### src/rtl/muldiv_unit.sv
// Iterative 32-bit MULT/MULTU/DIV/DIVU: shift-add multiply, restoring divide, then sign fix-up.
// Latency: done pulses 33 cycles after start is accepted; start is ignored while busy, flush aborts.
module muldiv_unit #(
  parameter int XLEN  = 32,
  parameter int CNT_W = 6
) (
  input  logic                clock,
  input  logic                reset,
  input  logic                start,
  input  logic [1:0]          op,
  input  logic [XLEN-1:0]     src_a,
  input  logic [XLEN-1:0]     src_b,
  input  logic                flush,
  output logic                busy,
  output logic                done,
  output logic [2*XLEN-1:0]   prod,
  output logic                div_by_zero
);

  typedef enum logic [1:0] {IDLE, CALC, FIX} state_t;

  state_t              state_q, state_d;
  logic [CNT_W-1:0]    cnt_q;
  logic [2*XLEN-1:0]   acc_q, acc_d;
  logic [XLEN-1:0]     opnd_q;
  logic [XLEN-1:0]     a_raw_q;
  logic                is_div_q, neg_res_q, neg_a_q, b_zero_q;

  logic                a_neg, b_neg;
  logic [XLEN-1:0]     a_mag, b_mag;
  logic [XLEN-1:0]     mul_addend;
  logic [XLEN:0]       mul_sum, div_hi;
  logic                div_ge;
  logic [XLEN-1:0]     quo_fix, rem_fix;
  logic [2*XLEN-1:0]   fix_res;
  logic                accept;

  assign accept = (state_q == IDLE) && start && !flush;
  assign busy   = (state_q != IDLE);

  // Magnitudes are only taken for the signed ops (op[0] == 0).
  assign a_neg = ~op[0] & src_a[XLEN-1];
  assign b_neg = ~op[0] & src_b[XLEN-1];
  assign a_mag = a_neg ? -src_a : src_a;
  assign b_mag = b_neg ? -src_b : src_b;

  always_ff @(posedge clock or negedge reset) begin
    if (!reset) state_q <= IDLE;
    else        state_q <= state_d;
  end

  always_comb begin
    state_d = state_q;
    case (state_q)
      IDLE:    if (start && !flush) state_d = CALC;
      CALC: begin
        if (flush)                                 state_d = IDLE;
        else if (cnt_q == CNT_W'(XLEN-1))          state_d = FIX;
      end
      FIX:     state_d = IDLE;
      default: state_d = IDLE;
    endcase
  end

  // One iteration: multiply shifts the accumulator right, divide shifts {rem, quo} left.
  always_comb begin
    mul_addend = acc_q[0] ? opnd_q : {XLEN{1'b0}};
    mul_sum    = {1'b0, acc_q[2*XLEN-1:XLEN]} + {1'b0, mul_addend};
    div_hi     = acc_q[2*XLEN-1:XLEN-1];
    div_ge     = (div_hi >= {1'b0, opnd_q});
    if (is_div_q)
      acc_d = {(div_ge ? XLEN'(div_hi - {1'b0, opnd_q}) : div_hi[XLEN-1:0]),
               acc_q[XLEN-2:0], div_ge};
    else
      acc_d = {mul_sum, acc_q[XLEN-1:1]};
  end

  always_comb begin
    quo_fix = neg_res_q ? -acc_q[XLEN-1:0] : acc_q[XLEN-1:0];
    rem_fix = neg_a_q ? -acc_q[2*XLEN-1:XLEN] : acc_q[2*XLEN-1:XLEN];
    if (!is_div_q)
      fix_res = neg_res_q ? -acc_q : acc_q;
    else if (b_zero_q)
      fix_res = {a_raw_q, {XLEN{1'b1}}};
    else
      fix_res = {rem_fix, quo_fix};
  end

  always_ff @(posedge clock or negedge reset) begin
    if (!reset) begin
      cnt_q       <= '0;
      acc_q       <= '0;
      opnd_q      <= '0;
      a_raw_q     <= '0;
      is_div_q    <= 1'b0;
      neg_res_q   <= 1'b0;
      neg_a_q     <= 1'b0;
      b_zero_q    <= 1'b0;
      done        <= 1'b0;
      prod        <= '0;
      div_by_zero <= 1'b0;
    end else begin
      done <= 1'b0;
      if (accept) begin
        cnt_q       <= '0;
        is_div_q    <= op[1];
        neg_res_q   <= a_neg ^ b_neg;
        neg_a_q     <= a_neg;
        b_zero_q    <= (src_b == {XLEN{1'b0}});
        a_raw_q     <= src_a;
        opnd_q      <= op[1] ? b_mag : a_mag;
        acc_q       <= {{XLEN{1'b0}}, (op[1] ? a_mag : b_mag)};
        div_by_zero <= 1'b0;
      end else if (state_q == CALC && !flush) begin
        acc_q <= acc_d;
        cnt_q <= cnt_q + 1'b1;
      end else if (state_q == FIX && !flush) begin
        prod        <= fix_res;
        done        <= 1'b1;
        div_by_zero <= is_div_q & b_zero_q;
      end
    end
  end

endmodule

### config.mk
export PLATFORM = sky130hd
export DESIGN_NAME = muldiv_unit
export DESIGN_NICKNAME = d
export VERILOG_FILES = /design/src/rtl/muldiv_unit.sv
export SDC_FILE = /design/constraint.sdc
export NUM_CORES = 1
export LEC_CHECK = 0
export ABC_AREA = 0
export BUFFER_PORTS_ARGS = -buffer_cell sky130_fd_sc_hd__clkbuf_2
export CAP_MARGIN = 20
export CORE_ASPECT_RATIO = 1.4
export CORE_UTILIZATION = 67
export DETAILED_ROUTE_END_ITERATION = 6
export GPL_TIMING_DRIVEN = 0
export PLACE_DENSITY = 0.86
export SKIP_CTS_REPAIR_TIMING = 1
export SYNTH_ARGS = -nofsm -noshare
export SYNTH_HDL_FRONTEND = slang
export SYNTH_SLANG_ARGS = --single-unit
### constraint.sdc
create_clock -name clock -period 8.86 [get_ports clock]
set_input_delay 0.443 -clock clock [delete_from_list [all_inputs] [get_ports clock]]
set_output_delay 0.443 -clock clock [all_outputs]
set_load 0.005 [all_outputs]
==> flow_summary_export.csv <==
group,metric,value,unit
clock_network,path_clk_slew,70,ps
clock_network,cts_buffer_depth,3,
layout,area_growth,11.1,%
clock_network,clock_sinks,206,
synthesis,syn_area_per_cell,7.74,um^2
clock_network,insertion_delay,540,ps
synthesis,synth_compound_area_share,23.9,%
layout,diodes,0,
clock_network,htree_num_levels,1,
synthesis,synth_area_leaders,"dfrtp_1 (31%), nand2_1 (7.8%), o21ai_0 (6.6%), xnor2_1 (5.9%), ha_1 (5.2%)",
routing,ant_nets,0,
run_status,violations,"DRC, hold timing",
grt,antenna_found_initial,0,
routing,drt_iter0_markers,2072,
power,vdd_drop_max,206,uV
sta,hold_ws,-56.5,ps
synthesis,synth_cells,2161,
layout,layout_common_cells,"nand2_1 (349), o21ai_0 (222), dfrtp_1 (206), nor2_1 (178), a21oi_1 (149)",
power,power_leakage,8.34,nW
synthesis,yosysSeqAreaShare,30.8,%
setup_path,r2r_end,"acc_q[62]",
layout,drive_gt1_share,8.81,%
setup_path,path_class,"reg2reg",
synthesis,synth_ff_type,"dfrtp_1",
setup_path,crit_required,9280,ps
sta,fin_setup_tns,0,ps
placement,place_hpwl,50200,um
die,ios,137,
setup_path,crit_fanout,10,
die,die_h,189,um
layout,finish.utilization,75.6,%
power,powerDensity,303,nW/um^2
synthesis,synth_cell_type_count,75,
die,rows,68,
grt,grt_remaining_overflow,0,
layout,multiInputGateArea,10800,um^2
synthesis,synthArstFlopShare,100,%
setup_path,critPathLaunchType,"register",
die,die_x,136,um
synthesis,synth-xor-area-share,9.95,%
setup_path,crit_top_cell,"o21ai_0",
setup_path,rr_startpoint,"acc_q[0]",
sta,fin_crit,4870,ps
setup_path,end_kind,"register",
setup_path,cp_slowest_cell,"o31ai_1",
routing,drc,27,
synthesis,synth_edf_count,0,
sta,drv_slew,0,
sta,fin_crit_sh,55.0,%
layout,nets,2464,
synthesis,syn-num-nets,2302,
sta,tightestPinTransition,1310,ps
setup_path,r2r_slack,3990,ps
synthesis,yosys_warnings,0,
sta,setup_viol,0,
layout,final_cell_area,18600,um^2
sta,maxSlewHeadroom,12.5,%
routing,vias,18300,
synthesis,yosysTopAreaCell,"dfrtp_1",
synthesis,syn-cell-area,16700,um^2
layout,final_common_cell,"nand2_1",
synthesis,yosys.area_share.simple,20.9,%
grt,grt_pass1_wl,99500,um
clock_network,cts_buffers,22,
sta,fmax,205,MHz
synthesis,synth_top_area_share,30.8,%
run_status,status,"finished with violations",
placement,portBuffers,136,
grt,grt_pass1_vias,17700,
placement,gp_congestion,1.13,
min_path,hold_class,"in2async",
layout,fillCellCount,1892,
setup_path,cp_cell_sequence,"inv_1, clkbuf_1, nor2_1, ha_1, a21oi_1, o21ai_0, a211oi_1, o211ai_1, o31ai_1, o21ai_0, or4_1, a21o_1, a32o_1",
layout,regArea,5150,um^2
setup_path,rr_worst_depth,13,
clock_network,cts_tree,"done",
die,initial_utilization,68.0,%
setup_path,cpPeakStageDelay,620,ps
clock_network,root_buffer,"clkbuf_16",
setup_path,cp.arrival,5290,ps
sta,rsz0062_at_grt,"false",
die,die_area,25600,um^2
die,coreArea,24600,um^2
sta,hold_viol_final,13,
routing,wirelength,66200,um
grt,track_usage,52.0,%
routing,wl_per_cell,24.9,um
placement,post_dp_cell_area,17800,um^2
synthesis,synth-adder-area-share,5.40,%
synthesis,synth_top_family_by_area,"compound AO/OA/AOI/OAI gates",
synthesis,synthMuxAreaShare,4.17,%
routing,viasPerCell,6.90,
routing,first_pass_iters,7,
synthesis,synth.ff_latch_count,206,
sta,skew,13.1,ps
job,drv_cap,0,
grt,grt_start_max_net_pins,111,
power,fin_total_pwr,5.64,mW
==> state kept, by name, indices dropped and copies added (netlist names) <==
signal and cells:
acc_q 64, opnd_q 32, cnt_q 6, a_raw_q 32, div_by_zero 1, neg_a_q 1, prod 64, is_div_q 1
neg_res_q 1, done 1, state_q 2, b_zero_q 1
==> worst max-delay path, delay by kind of cell (launching register included) <==
family,cells,cell delay (ps)
buf+inv,2,830
compound gates,8,2530
fa+ha+maj,1,370
simple gates,2,560
flops,1,480
==> worst max path at each step <==
stage                  start  depth (start not counted)  slack (ps)        end
floorplan           acc_q[0]                         13        5390  acc_q[62]
global placement       reset                          1        3440   prod[11]
detailed placement  acc_q[0]                         13        4340  acc_q[62]
CTS                 acc_q[0]                         13        4300  acc_q[62]
global route        acc_q[0]                         13        3930  acc_q[62]
finish              acc_q[0]                         13        3990  acc_q[62]
==> routing by layer <==
layer | vias up | track usage [%] | share of wire [%]
met5 | - | 0 | 0
met4 | 0 | 51.8 | 12
met3 | 469 | 13.9 | 12
met2 | 1391 | 80.0 | 44
met1 | 8475 | 56.5 | 33
li1 | 7981 | - | -
==> cells by family (layout without fill, tap and decap cells) <==
logic type                 count (synthesis)  after routing
DFF                                      206            206
buffers and inverters                    218            396
AOI/OAI and AO/OA                        644            644
and+or+nand+nor                          763            763
adders and majority gates                 71             71
muxes                                     69             69
xor gates and xnor gates                 190            190
==> cell type report <==
| type | instances | area share, % |
|---|---|---|
| inverters | 67 | 1.35 |
| well taps | 315 | 2.12 |
| clock buffers | 29 | 3.32 |
| flip-flops and latches | 206 | 27.7 |
| plain buffers | 151 | 3.07 |
| multi-input cells | 1737 | 57.9 |
| clock inverters | 11 | 0.673 |
| repair buffers | 138 | 3.88 |
==> power by group <==
part | internal, mW | switching (mW)
Clock | 0.554 | 0.431
Combinational | 1.17 | 2.10
Sequential | 1.11 | 0.264
Total | 2.84 | 2.80
==> cell usage after synthesis (4+ instances only) <==
cell	number
a32o_1	7
a22o_1	9
xnor2_1	113
nand2_1	349
nand2b_1	16
a211oi_1	17
nand4_1	14
o21a_1	12
clkbuf_1	131
a31oi_1	22
a21oi_1	149
nand3_1	41
inv_1	65
mux2_2	5
a221oi_1	4
a22oi_1	5
nor3b_1	8
or4_1	20
nor2b_1	17
or2_2	10
nor2_1	178
o22a_1	5
a21o_1	36
buf_1	17
a21boi_0	5
o221ai_1	24
nor4_1	13
o31ai_1	32
o21ai_0	222
and3_1	8
o211ai_1	41
or3_1	21
mux2i_1	64
o21ai_1	10
and2_1	12
o21bai_1	6
dfrtp_1	206
nor3_1	32
xor2_1	77
o41ai_1	10
ha_1	69
==> per-stage QoR <==
stage / std cells / setup WS (ps)
2_1_floorplan: 2161 / 5390
6_report: 2654 / 3990
3_3_place_gp: 2612 / 3440
3_5_place_dp: 2613 / 4340
5_1_grt: 2654 / 3930
4_1_cts: 2653 / 4300
Power figures use the tool's default switching activity.
